$ cat src/rtl/jtsbaskt_objdraw_if.sv
// Draw handshake between object scanner and draw engine, plus the engine's SDRAM fetch port.
interface jtsbaskt_objdraw_if;
  logic        draw;
  logic        busy;
  logic [8:0]  code;
  logic [7:0]  xpos;
  logic [3:0]  pal;
  logic        hflip;
  logic        vflip;
  logic [3:0]  ysub;
  logic        rom_cs;
  logic [13:0] rom_addr;
  logic [31:0] rom_data;
  logic        rom_ok;

  modport master (
    output draw, code, xpos, pal, hflip, vflip, ysub, rom_data, rom_ok,
    input  busy, rom_cs, rom_addr
  );

  modport slave (
    input  draw, code, xpos, pal, hflip, vflip, ysub, rom_data, rom_ok,
    output busy, rom_cs, rom_addr
  );
endinterface

$ cat src/rtl/jtsbaskt_objdraw.sv
// Sprite draw engine: fetches one 16-pixel sprite row as two 8-pixel words, maps through the
// palette PROM into the write half of a double line buffer while the other half plays out.
module jtsbaskt_objdraw #(
  parameter logic [7:0] HOFFSET     = 8'd6,
  parameter bit         BYPASS_PROM = 1'b0,
  parameter bit         HW_MASK     = 1'b0
) (
  input  logic                    clk,
  input  logic                    rst_n,
  input  logic                    pxl_cen,
  input  logic                    cen2,
  input  logic                    LHBL,
  input  logic                    hinit_x,
  input  logic [8:0]              hdump,
  input  logic [3:0]              prog_data,
  input  logic [7:0]              prog_addr,
  input  logic                    prog_en,
  jtsbaskt_objdraw_if.slave       obj,
  output logic [3:0]              pxl
);

  typedef enum logic [1:0] {IDLE, FETCH, DRAW} st_t;

  st_t         st;
  logic [7:0]  xpos_l;
  logic [3:0]  pal_l;
  logic        hflip_l, seg, settled, wbuf;
  logic [2:0]  k;
  logic [31:0] data_l;

  logic [3:0]  prom [256];
  logic [3:0]  lbuf [512];

  logic        hflip_in;
  logic [3:0]  row_in;
  logic [2:0]  nidx;
  logic [3:0]  nib, colour;
  logic [7:0]  wcol;
  logic [8:0]  rd_addr, clr_addr;
  logic        clr_pend;
  logic        unused;

  assign unused   = hdump[8];
  assign hflip_in = obj.hflip & ~HW_MASK;
  assign row_in   = obj.ysub ^ {4{obj.vflip}};
  assign rd_addr  = {~wbuf, hdump[7:0] + HOFFSET};

  always_comb begin
    nidx   = hflip_l ? ~k : k;   // ~k == 7-k for a 3-bit index
    nib    = data_l[{nidx, 2'b00} +: 4];
    colour = BYPASS_PROM ? nib : prom[{pal_l, nib}];
    wcol   = xpos_l + {4'd0, seg, k};
  end

  always_ff @(posedge clk or negedge rst_n) begin
    if (!rst_n) begin
      st           <= IDLE;
      obj.busy     <= 1'b0;
      obj.rom_cs   <= 1'b0;
      obj.rom_addr <= '0;
      wbuf         <= 1'b0;
      xpos_l       <= '0;
      pal_l        <= '0;
      hflip_l      <= 1'b0;
      seg          <= 1'b0;
      settled      <= 1'b0;
      k            <= '0;
      data_l       <= '0;
    end else if (cen2) begin
      if (hinit_x) begin
        wbuf       <= ~wbuf;
        st         <= IDLE;
        obj.busy   <= 1'b0;
        obj.rom_cs <= 1'b0;
      end else begin
        case (st)
          IDLE: if (obj.draw) begin
            xpos_l       <= obj.xpos;
            pal_l        <= obj.pal;
            hflip_l      <= hflip_in;
            seg          <= 1'b0;
            settled      <= 1'b0;
            obj.rom_addr <= {obj.code, row_in, hflip_in};
            obj.rom_cs   <= 1'b1;
            obj.busy     <= 1'b1;
            st           <= FETCH;
          end
          FETCH: begin
            // rom_ok is trusted only from the second cen2 after an address change
            settled <= 1'b1;
            if (settled && obj.rom_ok) begin
              data_l <= obj.rom_data;
              k      <= '0;
              st     <= DRAW;
            end
          end
          DRAW: begin
            k <= k + 3'd1;
            if (k == 3'd7) begin
              if (!seg) begin
                seg             <= 1'b1;
                settled         <= 1'b0;
                obj.rom_addr[0] <= ~obj.rom_addr[0];
                st              <= FETCH;
              end else begin
                obj.busy   <= 1'b0;
                obj.rom_cs <= 1'b0;
                st         <= IDLE;
              end
            end
          end
          default: st <= IDLE;
        endcase
      end
    end
  end

  always_ff @(posedge clk) begin
    if (prog_en) prom[prog_addr] <= prog_data;
  end

  // Play-out clears each entry right after reading; draw writes target the other half.
  always_ff @(posedge clk) begin
    if (clr_pend) lbuf[clr_addr] <= 4'd0;
    if (cen2 && !hinit_x && st == DRAW && colour != 4'd0) lbuf[{wbuf, wcol}] <= colour;
  end

  always_ff @(posedge clk or negedge rst_n) begin
    if (!rst_n) begin
      pxl      <= 4'd0;
      clr_pend <= 1'b0;
      clr_addr <= '0;
    end else begin
      clr_pend <= pxl_cen;
      if (pxl_cen) begin
        pxl      <= LHBL ? lbuf[rd_addr] : 4'd0;
        clr_addr <= rd_addr;
      end
    end
  end

endmodule

$ cat src/flat_wrapper.sv
// flat-port wrapper written by rule: the top's interface ports become plain ports
module jtsbaskt_objdraw_flat 
#(
  parameter logic [7:0] HOFFSET     = 8'd6,
  parameter bit         BYPASS_PROM = 1'b0,
  parameter bit         HW_MASK     = 1'b0
)
  (clk, rst_n, pxl_cen, cen2, LHBL, hinit_x, hdump, prog_data, prog_addr, prog_en, pxl, obj_draw, obj_code, obj_xpos, obj_pal, obj_hflip, obj_vflip, obj_ysub, obj_rom_data, obj_rom_ok, obj_busy, obj_rom_cs, obj_rom_addr);
  jtsbaskt_objdraw_if obj_i ();
  input  logic clk;
  input  logic rst_n;
  input  logic pxl_cen;
  input  logic cen2;
  input  logic LHBL;
  input  logic hinit_x;
  input  logic [8:0] hdump;
  input  logic [3:0] prog_data;
  input  logic [7:0] prog_addr;
  input  logic prog_en;
  output logic [3:0] pxl;
  input wire logic [$bits(obj_i.draw)-1:0] obj_draw;
  input wire logic [$bits(obj_i.code)-1:0] obj_code;
  input wire logic [$bits(obj_i.xpos)-1:0] obj_xpos;
  input wire logic [$bits(obj_i.pal)-1:0] obj_pal;
  input wire logic [$bits(obj_i.hflip)-1:0] obj_hflip;
  input wire logic [$bits(obj_i.vflip)-1:0] obj_vflip;
  input wire logic [$bits(obj_i.ysub)-1:0] obj_ysub;
  input wire logic [$bits(obj_i.rom_data)-1:0] obj_rom_data;
  input wire logic [$bits(obj_i.rom_ok)-1:0] obj_rom_ok;
  output wire logic [$bits(obj_i.busy)-1:0] obj_busy;
  output wire logic [$bits(obj_i.rom_cs)-1:0] obj_rom_cs;
  output wire logic [$bits(obj_i.rom_addr)-1:0] obj_rom_addr;
  assign obj_i.draw = obj_draw;
  assign obj_i.code = obj_code;
  assign obj_i.xpos = obj_xpos;
  assign obj_i.pal = obj_pal;
  assign obj_i.hflip = obj_hflip;
  assign obj_i.vflip = obj_vflip;
  assign obj_i.ysub = obj_ysub;
  assign obj_i.rom_data = obj_rom_data;
  assign obj_i.rom_ok = obj_rom_ok;
  assign obj_busy = obj_i.busy;
  assign obj_rom_cs = obj_i.rom_cs;
  assign obj_rom_addr = obj_i.rom_addr;
  jtsbaskt_objdraw #(.HOFFSET(HOFFSET), .BYPASS_PROM(BYPASS_PROM), .HW_MASK(HW_MASK)) u_core (.clk(clk), .rst_n(rst_n), .pxl_cen(pxl_cen), .cen2(cen2), .LHBL(LHBL), .hinit_x(hinit_x), .hdump(hdump), .prog_data(prog_data), .prog_addr(prog_addr), .prog_en(prog_en), .obj(obj_i), .pxl(pxl));
endmodule
$ cat config.mk
export PLATFORM = sky130hd
export DESIGN_NAME = jtsbaskt_objdraw_flat
export DESIGN_NICKNAME = d
export VERILOG_FILES = /design/src/rtl/jtsbaskt_objdraw_if.sv /design/src/rtl/jtsbaskt_objdraw.sv /design/src/flat_wrapper.sv
export SDC_FILE = /design/constraint.sdc
export NUM_CORES = 2
export LEC_CHECK = 0
export BUFFER_PORTS_ARGS = -buffer_cell sky130_fd_sc_hd__clkbuf_2
export CORE_MARGIN = 2
export CORE_UTILIZATION = 40
export CTS_BUF_LIST = sky130_fd_sc_hd__clkbuf_16
export DETAILED_ROUTE_END_ITERATION = 7
export SLEW_MARGIN = 25
export SYNTH_ARGS = -nofsm -noshare
export SYNTH_HDL_FRONTEND = slang
export SYNTH_SLANG_ARGS = --single-unit
$ cat constraint.sdc
create_clock -name clk -period 4.95 [get_ports clk]
set_clock_uncertainty 0.2 [all_clocks]
set_input_delay 0 -clock clk [delete_from_list [all_inputs] [get_ports clk]]
set_output_delay 0 -clock clk [all_outputs]
set_load 0.02 [all_outputs]
==> metrics.txt <==
clock transition time at the flip-flop clock pins of the worst setup and hold paths=around 0.06 ns; number of DRC violations after detailed routing=0; final sum of negative setup slack=-1301.87 ns; Final Hold Viols=0; Max IR drop VDD=about 1300 uV; hpwl dp=between 200000 and 300000 um; final RePlAce weighted congestion=~0.89; max-cap check violation count=0; number of DRC markers after the initial detailed-route iteration=about 13000; die area=~0.36 mm^2; count of unique library cells instantiated by Yosys=about 70; cell count after synthesis=approximately 10000; failing checks=negative setup slack; area of all placed cells without fillers=around 0.17 mm^2; Synth Net Count=approximately 10000; number of enable flip-flop cells after synthesis=between 3000 and 4000; worst path bufs/invs=12; Final setup viols=between 3000 and 4000; fraction of the cycle the final worst path needs=112%; initial antenna violation count=11; predominant post-synthesis flop cell=sky130_fd_sc_hd__edfxtp_1; CP max-delay cell=sky130_fd_sc_hd__or4_4; Global Route Usage Sum=about 25%; arrival time of data at the critical path endpoint=roughly 5.9 ns; count of warnings emitted by yosys=0; placeable core region=0.358 mm^2; Initial Util=40.1%; startpoint kind of the worst setup timing path=flop; Critical Path Fanout Max=16; post-route minimum period=roughly 5.6 ns; critical path required time=around 5.3 ns; number of optimization iterations in the first detailed-route pass=6; portion of the post-synthesis area used by sequential elements=about two thirds; number of nets with antenna violations after routing=0; fraction of final layout cells with drive strength greater than 1=about 29%; number of buffers on the longest clock path=4; placed standard-cell area=around 0.16 mm^2; sequence of cells on the critical path=buf_12 > buf_6 > or2_4 > o22ai_2 > buf_4 > nand3_4 > buf_12 > nand2_8 > buf_4 > bufbuf_16 > nand2_1 > a31oi_2 > o22ai_2 > a2111oi_4 > buf_4 > nor4_4 > or4_4 > and4_4 > buf_4 > buf_4 > buf_12 > buf_4 > o32ai_2 > buf_4; WL final=roughly 460000 um; cell repeated most along the worst path=sky130_fd_sc_hd__buf_4; run status=complete, but fails checks; worst setup margin=-0.611 ns; count of H-tree levels built during CTS=5; share of synthesized registers carrying an async set or reset=roughly 2.6%; total power per unit cell area=573 mW/mm^2; unrepaired setup endpoints after global routing=yes; Wirelength per Cell=29.4 um; mean number of vias per cell=about 6.3; cell family with the largest share of critical-path delay=buffers and inverters; critical path's largest stage delay=~0.49 ns; library cell with the largest summed area after synthesis=sky130_fd_sc_hd__edfxtp_1; number of input and output port buffers inserted=between 100 and 150; clk root buf=sky130_fd_sc_hd__clkbuf_16; NumNets Final=approximately 11000; Vias=98375; cell row count=220; ranking of synthesized cells by instance count=3072 x sky130_fd_sc_hd__edfxtp_1, 2082 x sky130_fd_sc_hd__nor3_1, 1037 x sky130_fd_sc_hd__clkbuf_1; Syn Std Cell Area=around 0.14 mm^2; synthesized area divided by synthesized cell count=approximately 14 um^2; Worst Path Class, Setup=flop to flop; static power due to leakage=54.8 nW; register bit total from synthesis=about 3200; Num CTS Buffers=335; worst rel slew slack=12.3%; CP endpoint kind=flop; Worst-Skew Late Latency=a little under 1 ns; fraction of synthesized cell area taken by the top area cell type=between 60% and 70%; first-pass GRT wire length=between 600000 and 700000 um; via count of the first global-routing pass=approximately 98000; kind of path behind the tightest hold check=primary input to flop; Worst-Margin Slew=1.31 ns; signed area change from the synthesized netlist to the final layout=20.8%; max-slew violation count=0; achievable frequency=between 150 and 200 MHz; CTS tree=built; largest cells by area after synthesis=sky130_fd_sc_hd__edfxtp_1 64%, sky130_fd_sc_hd__mux4_2 10%, sky130_fd_sc_hd__nor3_1 7.2%, sky130_fd_sc_hd__clkbuf_1 2.7%, sky130_fd_sc_hd__o32ai_2 2.5%; grt ovf=0; width of the die=between 600 and 700 um; most instantiated library cell after synthesis=sky130_fd_sc_hd__edfxtp_1; floorplan die height=a little over 600 um; largest net degree at the start of global routing=between 100 and 150; total I/O pin count=roughly 110; clock sink total=3154
-- path summary, 6_finish.rpt --
path | cells past startpoint | slack, ns | end | startpoint
max | 24 | -0.61 | u_core.lbuf[11][0] | u_core.hflip_l
min | 2 | 0.008 | u_core.prom[146][0] | prog_data[0]
max reg2reg | 24 | -0.61 | u_core.lbuf[11][0] | u_core.hflip_l
min reg2reg | 1 | 0.31 | u_core.settled | u_core.settled
max in group asynchronous | 5 | 3.33 | u_core.clr_addr[7] | rst_n
min in group asynchronous | 5 | 0.57 | u_core.pal_l[0] | rst_n
-- cells by family after synthesis --
| logic type | count (synthesis) | synth area share, % |
|---|---|---|
| AND/OR/NAND/NOR | 3675 | 12.1 |
| adder cells (fa/ha/maj) | 8 | 0.0749 |
| AO/OA/AOI/OAI | 1001 | 6.61 |
| flip-flops | 3154 | 65.6 |
| multiplexers | 847 | 11.6 |
| XOR/XNOR | 23 | 0.140 |
| buffers and inverters | 1323 | 3.87 |
-- flip-flops by register name, indices dropped and copies added, names as in the netlist, 2 cells and up --
register / cells
u_core.clr_addr: 9
u_core.data_l: 32
u_core.k: 3
u_core.lbuf: 2048
u_core.obj.rom_addr: 14
u_core.pal_l: 4
u_core.prom: 1024
u_core.pxl: 4
u_core.st: 2
u_core.xpos_l: 8
-- final cells by class --
| class | instances | area [um^2] |
|---|---|---|
| clock buffers | 341 | 8530 |
| clock inverters | 260 | 2160 |
| flip-flops and latches | 3154 | 94300 |
| multi-input cells | 5554 | 46900 |
| diodes | 9 | 22.5 |
| well taps | 4773 | 5970 |
| inverters | 23 | 90.1 |
| repair buffers | 1585 | 15700 |
| fillers | 30050 | 185000 |
-- through the flow --
step	hold slack [ns]	std cells	setup WS (ns)	utilization [%]	total power, W
floorplan	-0.496	10031	0.293	-	0.0510
global placement	-0.113	14735	-1.35	43.4	0.0680
detailed placement	-0.0895	14735	-1.11	43.5	0.0680
CTS	0.00584	15652	-0.468	47.9	0.0967
global route	0.0522	15697	-0.739	48.4	0.102
finish	0.00781	15699	-0.611	48.4	0.0995
-- worst register-to-register path, stage by stage, from the launching register on --
cell                        delay (ns)
sky130_fd_sc_hd__dfrtp_2          0.44
sky130_fd_sc_hd__buf_12           0.14
sky130_fd_sc_hd__buf_6            0.11
sky130_fd_sc_hd__or2_4            0.25
sky130_fd_sc_hd__o22ai_2          0.12
sky130_fd_sc_hd__buf_4            0.15
sky130_fd_sc_hd__nand3_4          0.13
sky130_fd_sc_hd__buf_12           0.19
sky130_fd_sc_hd__nand2_8          0.14
sky130_fd_sc_hd__buf_4            0.16
sky130_fd_sc_hd__bufbuf_16        0.30
sky130_fd_sc_hd__nand2_1          0.09
sky130_fd_sc_hd__a31oi_2          0.22
sky130_fd_sc_hd__o22ai_2          0.16
sky130_fd_sc_hd__a2111oi_4        0.36
sky130_fd_sc_hd__buf_4            0.19
sky130_fd_sc_hd__nor4_4           0.05
sky130_fd_sc_hd__or4_4            0.49
sky130_fd_sc_hd__and4_4           0.21
sky130_fd_sc_hd__buf_4            0.18
sky130_fd_sc_hd__buf_4            0.14
sky130_fd_sc_hd__buf_12           0.14
sky130_fd_sc_hd__buf_4            0.16
sky130_fd_sc_hd__o32ai_2          0.27
sky130_fd_sc_hd__buf_4            0.20
-- per-layer routing --
layer | routed length [um] | part of all wire [%] | track usage [%]
met4 | 22700 | 4.9 | 11.5
met1 | 174000 | 38 | 32.7
met3 | 44900 | 9.7 | 3.83
met5 | 34 | 0.0074 | 0
met2 | 221000 | 48 | 39.7
-- cells in the final DEF, fill, tap and decap left out, drive strengths merged, types with 16 or more instances in the layout --
cell         count
o21ai           18
buf           1227
mux2i          139
a21oi           69
o22ai           74
dlygate4sd3    236
clkbuf         454
nand3          219
mux4           652
a311oi          17
edfxtp        3072
nor2           309
clkinv         152
inv             92
dfrtp           82
and3           106
mux2            56
bufinv          25
nand2          826
nor4            37
a211oi         108
o32ai          513
nor2b           16
nor3          2082
a32oi           31
and2            20
a31oi          120
nand4           20
-- power breakdown --
part           total [W]  internal, W  switching (W)
clock network     0.0247       0.0139         0.0108
registers         0.0297       0.0293       0.000385
logic             0.0452       0.0138         0.0314
total             0.0995       0.0570         0.0426
-- repair_timing --
item,in CTS,in global routing
gates resized for setup,284,230
endpoints found under the hold margin,1405,0
hold buffers,239,0
buffers inserted,58,32
gates cloned,23,15
setup endpoints to repair,4059,3959
pin swaps,78,86
No activity file was read; power rests on OpenSTA's default activity.
